### config.mk
export PLATFORM = sky130hd
export DESIGN_NAME = l4_acc_ctrl
export DESIGN_NICKNAME = d
export VERILOG_FILES = /design/src/rtl/l4_acc_ctrl.sv
export SDC_FILE = /design/constraint.sdc
export NUM_CORES = 2
export LEC_CHECK = 0
export ABC_CLOCK_PERIOD_IN_PS = 23600
export CAP_MARGIN = 20
export CORE_AREA = 2 2 681 683
export DETAILED_ROUTE_END_ITERATION = 8
export DIE_AREA = 0 0 683 685
export HOLD_SLACK_MARGIN = 0.1
export SLEW_MARGIN = 20
export SYNTH_ARGS = -nofsm -noshare
export SYNTH_HDL_FRONTEND = slang
export SYNTH_SLANG_ARGS = --single-unit
### constraint.sdc
create_clock -name clk -period 23.6 [get_ports clk]
set_input_delay 3.54 -clock clk [delete_from_list [all_inputs] [get_ports clk]]
set_output_delay 3.54 -clock clk [all_outputs]
set_load 0.01 [all_outputs]
### src/rtl/l4_acc_ctrl.sv
// l4_acc_ctrl: read-modify-write accumulation controller for the layer-4
// partial-sum RAM. Each accepted 16-lane beat is summed with the RAM window
// it targets and written back one cycle later. The first input channel
// overwrites the window, so the RAM never needs a separate clear pass.
module l4_acc_ctrl #(
  parameter int LANES  = 16,
  parameter int DW     = 36,
  parameter int AW     = 6,
  parameter int GROUPS = 4,
  parameter int CH_W   = 8
) (
  input  logic                  clk,
  input  logic                  rst,
  input  logic                  start,
  input  logic [CH_W-1:0]       num_ch,
  output logic                  busy,
  input  logic                  in_valid,
  output logic                  in_ready,
  input  logic [LANES*DW-1:0]   in_data,
  input  logic                  in_last,
  output logic                  wr,
  output logic [AW-1:0]         addr_wr,
  output logic [LANES*DW-1:0]   din,
  input  logic [LANES*DW-1:0]   dout_wr,
  output logic                  done,
  input  logic                  out_ack,
  output logic                  err
);

  localparam int GW = (GROUPS > 1) ? $clog2(GROUPS) : 1;

  typedef enum logic [1:0] {
    S_IDLE  = 2'd0,
    S_ACCUM = 2'd1,
    S_FLUSH = 2'd2,
    S_DONE  = 2'd3
  } state_t;

  state_t              r_state;
  state_t              w_state_nxt;

  logic [GW-1:0]       r_grp;
  logic [CH_W-1:0]     r_ch;
  logic [CH_W-1:0]     r_num_ch;
  logic                r_err;

  logic                r_vld_p0;
  logic                r_first_p0;
  logic [AW-1:0]       r_addr_p0;
  logic [LANES*DW-1:0] r_data_p0;

  logic                w_start_ok;
  logic                w_accept;
  logic                w_final;
  logic [LANES*DW-1:0] w_din;

  // Two's-complement add that wraps modulo 2**DW; no saturation on purpose.
  function automatic logic signed [DW-1:0] f_add_wrap(
    input logic signed [DW-1:0] a,
    input logic signed [DW-1:0] b
  );
    return a + b;
  endfunction

  assign w_start_ok = (r_state == S_IDLE) && start;
  assign w_accept   = in_valid && (r_state == S_ACCUM);
  assign w_final    = (r_ch == r_num_ch - CH_W'(1)) && (r_grp == GW'(GROUPS - 1));

  // State register.
  always_ff @(posedge clk or posedge rst) begin
    if (rst) r_state <= S_IDLE;
    else     r_state <= w_state_nxt;
  end

  // Next-state logic: a zero channel count never leaves IDLE.
  always_comb begin
    w_state_nxt = r_state;
    case (r_state)
      S_IDLE:  if (start && (num_ch != '0)) w_state_nxt = S_ACCUM;
      S_ACCUM: if (w_accept && w_final)     w_state_nxt = S_FLUSH;
      S_FLUSH: w_state_nxt = S_DONE;
      S_DONE:  if (out_ack)                 w_state_nxt = S_IDLE;
      default: w_state_nxt = S_IDLE;
    endcase
  end

  // Group/channel counters; group wraps into the channel count.
  always_ff @(posedge clk or posedge rst) begin
    if (rst) begin
      r_grp    <= '0;
      r_ch     <= '0;
      r_num_ch <= '0;
    end else if (w_start_ok) begin
      r_grp    <= '0;
      r_ch     <= '0;
      r_num_ch <= num_ch;
    end else if (w_accept) begin
      if (r_grp == GW'(GROUPS - 1)) begin
        r_grp <= '0;
        r_ch  <= r_ch + CH_W'(1);
      end else begin
        r_grp <= r_grp + GW'(1);
      end
    end
  end

  // Sticky error: bad channel count at start or in_last disagreeing with the counters.
  always_ff @(posedge clk or posedge rst) begin
    if (rst)                                   r_err <= 1'b0;
    else if (w_start_ok)                       r_err <= (num_ch == '0);
    else if (w_accept && (in_last != w_final)) r_err <= 1'b1;
  end

  // ---- stage p0: accepted beat registered with its window and first-channel flag ----
  // Control half of the stage; addr holds when no beat arrives.
  always_ff @(posedge clk or posedge rst) begin
    if (rst) begin
      r_vld_p0   <= 1'b0;
      r_first_p0 <= 1'b0;
      r_addr_p0  <= '0;
    end else begin
      r_vld_p0 <= w_accept;
      if (w_accept) begin
        r_first_p0 <= (r_ch == '0);
        r_addr_p0  <= AW'(int'(r_grp) * LANES);
      end
    end
  end

  // Data half of the stage carries no reset; it is qualified by r_vld_p0.
  always_ff @(posedge clk) begin
    if (w_accept) r_data_p0 <= in_data;
  end

  // ---- write stage: combinational sum against the RAM window read ----
  // First channel overwrites; later channels add onto what the RAM holds.
  always_comb begin
    w_din = '0;
    if (r_vld_p0) begin
      for (int j = 0; j < LANES; j++) begin
        if (r_first_p0)
          w_din[j*DW +: DW] = r_data_p0[j*DW +: DW];
        else
          w_din[j*DW +: DW] = f_add_wrap(dout_wr[j*DW +: DW], r_data_p0[j*DW +: DW]);
      end
    end
  end

  assign wr       = r_vld_p0;
  assign addr_wr  = r_addr_p0;
  assign din      = w_din;
  assign in_ready = (r_state == S_ACCUM);
  assign busy     = (r_state != S_IDLE);
  assign done     = (r_state == S_DONE);
  assign err      = r_err;

endmodule

==> reports/results.ini <==
[run_status]
run_status=finished clean

[global_routing]
grt_pass1_wl_mm=551
overflow=0
grt_pass1_vias=54200
grt_antenna_before_repair=464
groute.usage.overall=0.179
grt_max_degree=135

[timing]
slew_headroom=0.205
period_needed_ps=12770
tns_ps=0
worst_pin_slew_ps=1190
final.setup.worst_slack_ps=10830
hold_viol=0
skew_ps=128
post-route-period-util=0.541
slew_violations=0
setup_viol=0
timing.fmax_mhz=78.3
grt_setup_unrepaired=false

[clock_network]
cts-root-buf=clkbuf_16
numClockSinks=601
cts_made_buffers=95
htree_levels=3
post_cts_buffers=0
clkTransAtPathRegs_ps=60
clockBufferDepth=4
postCtsResizedCells=0
cts_tree=built
clkLatencyLatePin_ps=910
hold_buffers=0

[route]
routed_wl_mm=440
vias=58400
antenna_left=0
drt_iter0_markers=5153
wire_per_inst_um=31.0
vias_per_cell=4.11
drt_first_pass_iters=6
drc=0

[setup_path]
worst_setup_path_start_kind=primary input
crit_family=compound AO/OA/AOI/OAI gates
crit_required_ps=20060
worstSetupPathType=in2out
arrival_ps=9230
path_cells=clkdlybuf4s50_1 -> ha_1 -> a211o_1 -> a2111oi_4 -> nor3_1 -> o41ai_2 -> o21ai_1 -> a31oi_1 -> o21ai_0 -> xnor2_1 -> o21ai_0 -> clkdlybuf4s50_1
crit_buf_inv=2
path_depth=12
crit_fanout=4
worstSetupEndpointType=primary output
crit_slowest_cell=a31oi_1
worst-r2r-cell-count=7
cpPeakStageDelay_ps=890

[layout]
mostFrequentLayoutCell=clkdlybuf4s50_1
fill_cells=51400
multi_input_area_um2=35300
layout.nets=9529
drive_gt1_frac=0.0363
final_util=0.180
layout_common_cells=clkdlybuf4s50_1, nand2_1, o21ai_0
syn_to_final_growth_pct=52.1
instances_no_fill=14200
regArea_um2=17900

[yosys]
synth_cells=6107
synthArstFlopShare=0.0416
postSynthAreaPerCell_um2=8.93
yosys.area.top_type=edfxtp_1
synthFlopType=edfxtp_1
ys_ff_latch=601
synth_cell_types=96
yosysWarnings=0
synthTopCellsByArea=edfxtp_1, ha_1, o21ai_0
ys_seq_area_frac=0.329
synth-edff-count=576
yosysTopAreaCellShare=0.317
mappedNetlistArea_um2=54500

[placed_design]
gp_congestion=0.969
dp.cells=13900
hpwl_mm=386
place_ws_ps=10880
portBuffers=1748

[floorplan]
num_rows=250
core_area_um2=461000
die_area_um2=468000
dieWidth_um=683
start_util=0.118
die_y_um=685
pin_count=1753

[power_and_ir_drop]
total_power_mw=6.93
power_leakage_nw=31.2
pwr_density_cell_nw_per_um2=83.6
ir_drop_v=0.0000975

[worst_hold_path]
whs_path_depth=1
holdCritPathClass=reg2reg

[job]
maxCapViolCount=0

[per-layer routing]
| layer | vias to the layer above | wire length (µm) | GRT usage | part of all wire |
|---|---|---|---|---|
| met5 | - | 1780 | 0 | 0.0041 |
| met4 | 260 | 23400 | 0.0789 | 0.053 |
| met3 | 1071 | 58700 | 0.0956 | 0.13 |
| met2 | 3021 | 198000 | 0.288 | 0.45 |
| met1 | 27700 | 159000 | 0.194 | 0.36 |
| li1 | 26400 | - | - | - |
[cells by family (layout without fill, tap and decap cells)]
| kind of cell | Yosys count | after routing | synth area share |
|---|---|---|---|
| mux | 49 | 49 | 0.00911 |
| xor+xnor | 474 | 474 | 0.0761 |
| compound gates | 2159 | 2159 | 0.256 |
| other cells | 1 | 191 | 0.0000688 |
| simple gates | 1876 | 1876 | 0.168 |
| flops | 601 | 601 | 0.329 |
| fa+ha+maj | 585 | 585 | 0.136 |
| buf+inv | 362 | 2104 | 0.0252 |
[report_power, final]
group	leakage (nW)	switching (mW)	total, mW	internal, mW
Clock	1.52	0.637	1.51	0.870
Combinational	24.1	2.23	3.75	1.52
Sequential	5.62	0.251	1.67	1.42
[per-stage QoR]
step | hold WS (ps) | area (µm²)
floorplan | 465 | 54500
global placement | 497 | 79300
detailed placement | 500 | 79300
CTS | 518 | 82500
global route | 546 | 82700
finish | 509 | 82900
[cell usage after synthesis, types with 88 or more instances]
library cell	number
clkbuf_1	199
a21oi_1	477
and2_1	305
xnor2_1	243
nor2b_1	88
a21o_1	366
nand2_1	733
inv_1	136
o21ai_0	629
o21bai_1	88
ha_1	569
nand3_1	116
edfxtp_1	576
nor2_1	249
xor2_1	231
[cell type report]
cell class / count / area share
Antenna cell: 187 / 0.00564
Inverter: 136 / 0.00631
Clock inverter: 61 / 0.00816
Tap cell: 6174 / 0.0932
Sequential cell: 601 / 0.216
Clock buffer: 110 / 0.0296
Multi-Input combinational cell: 5147 / 0.425
Timing Repair Buffer: 1797 / 0.216
[worst paths after layout]
path | start | to | slack (ps)
max in group asynchronous | rst | wr | 19920
min in group asynchronous | rst | r_num_ch[0] | 3160
min | addr_wr[4] | addr_wr[4] | 510
max reg2reg | r_state[1] | r_data_p0[205] | 19470
min reg2reg | addr_wr[4] | addr_wr[4] | 510
max | dout_wr[396] | din[417] | 10830
[state kept, by name (all words and copies together) (netlist names)]
signal      flops
r_num_ch        8
r_state         2
r_first_p0      1
r_grp           2
addr_wr         2
err             1
wr              1
r_data_p0     576
r_ch            8
Power figures use the tool's default switching activity.
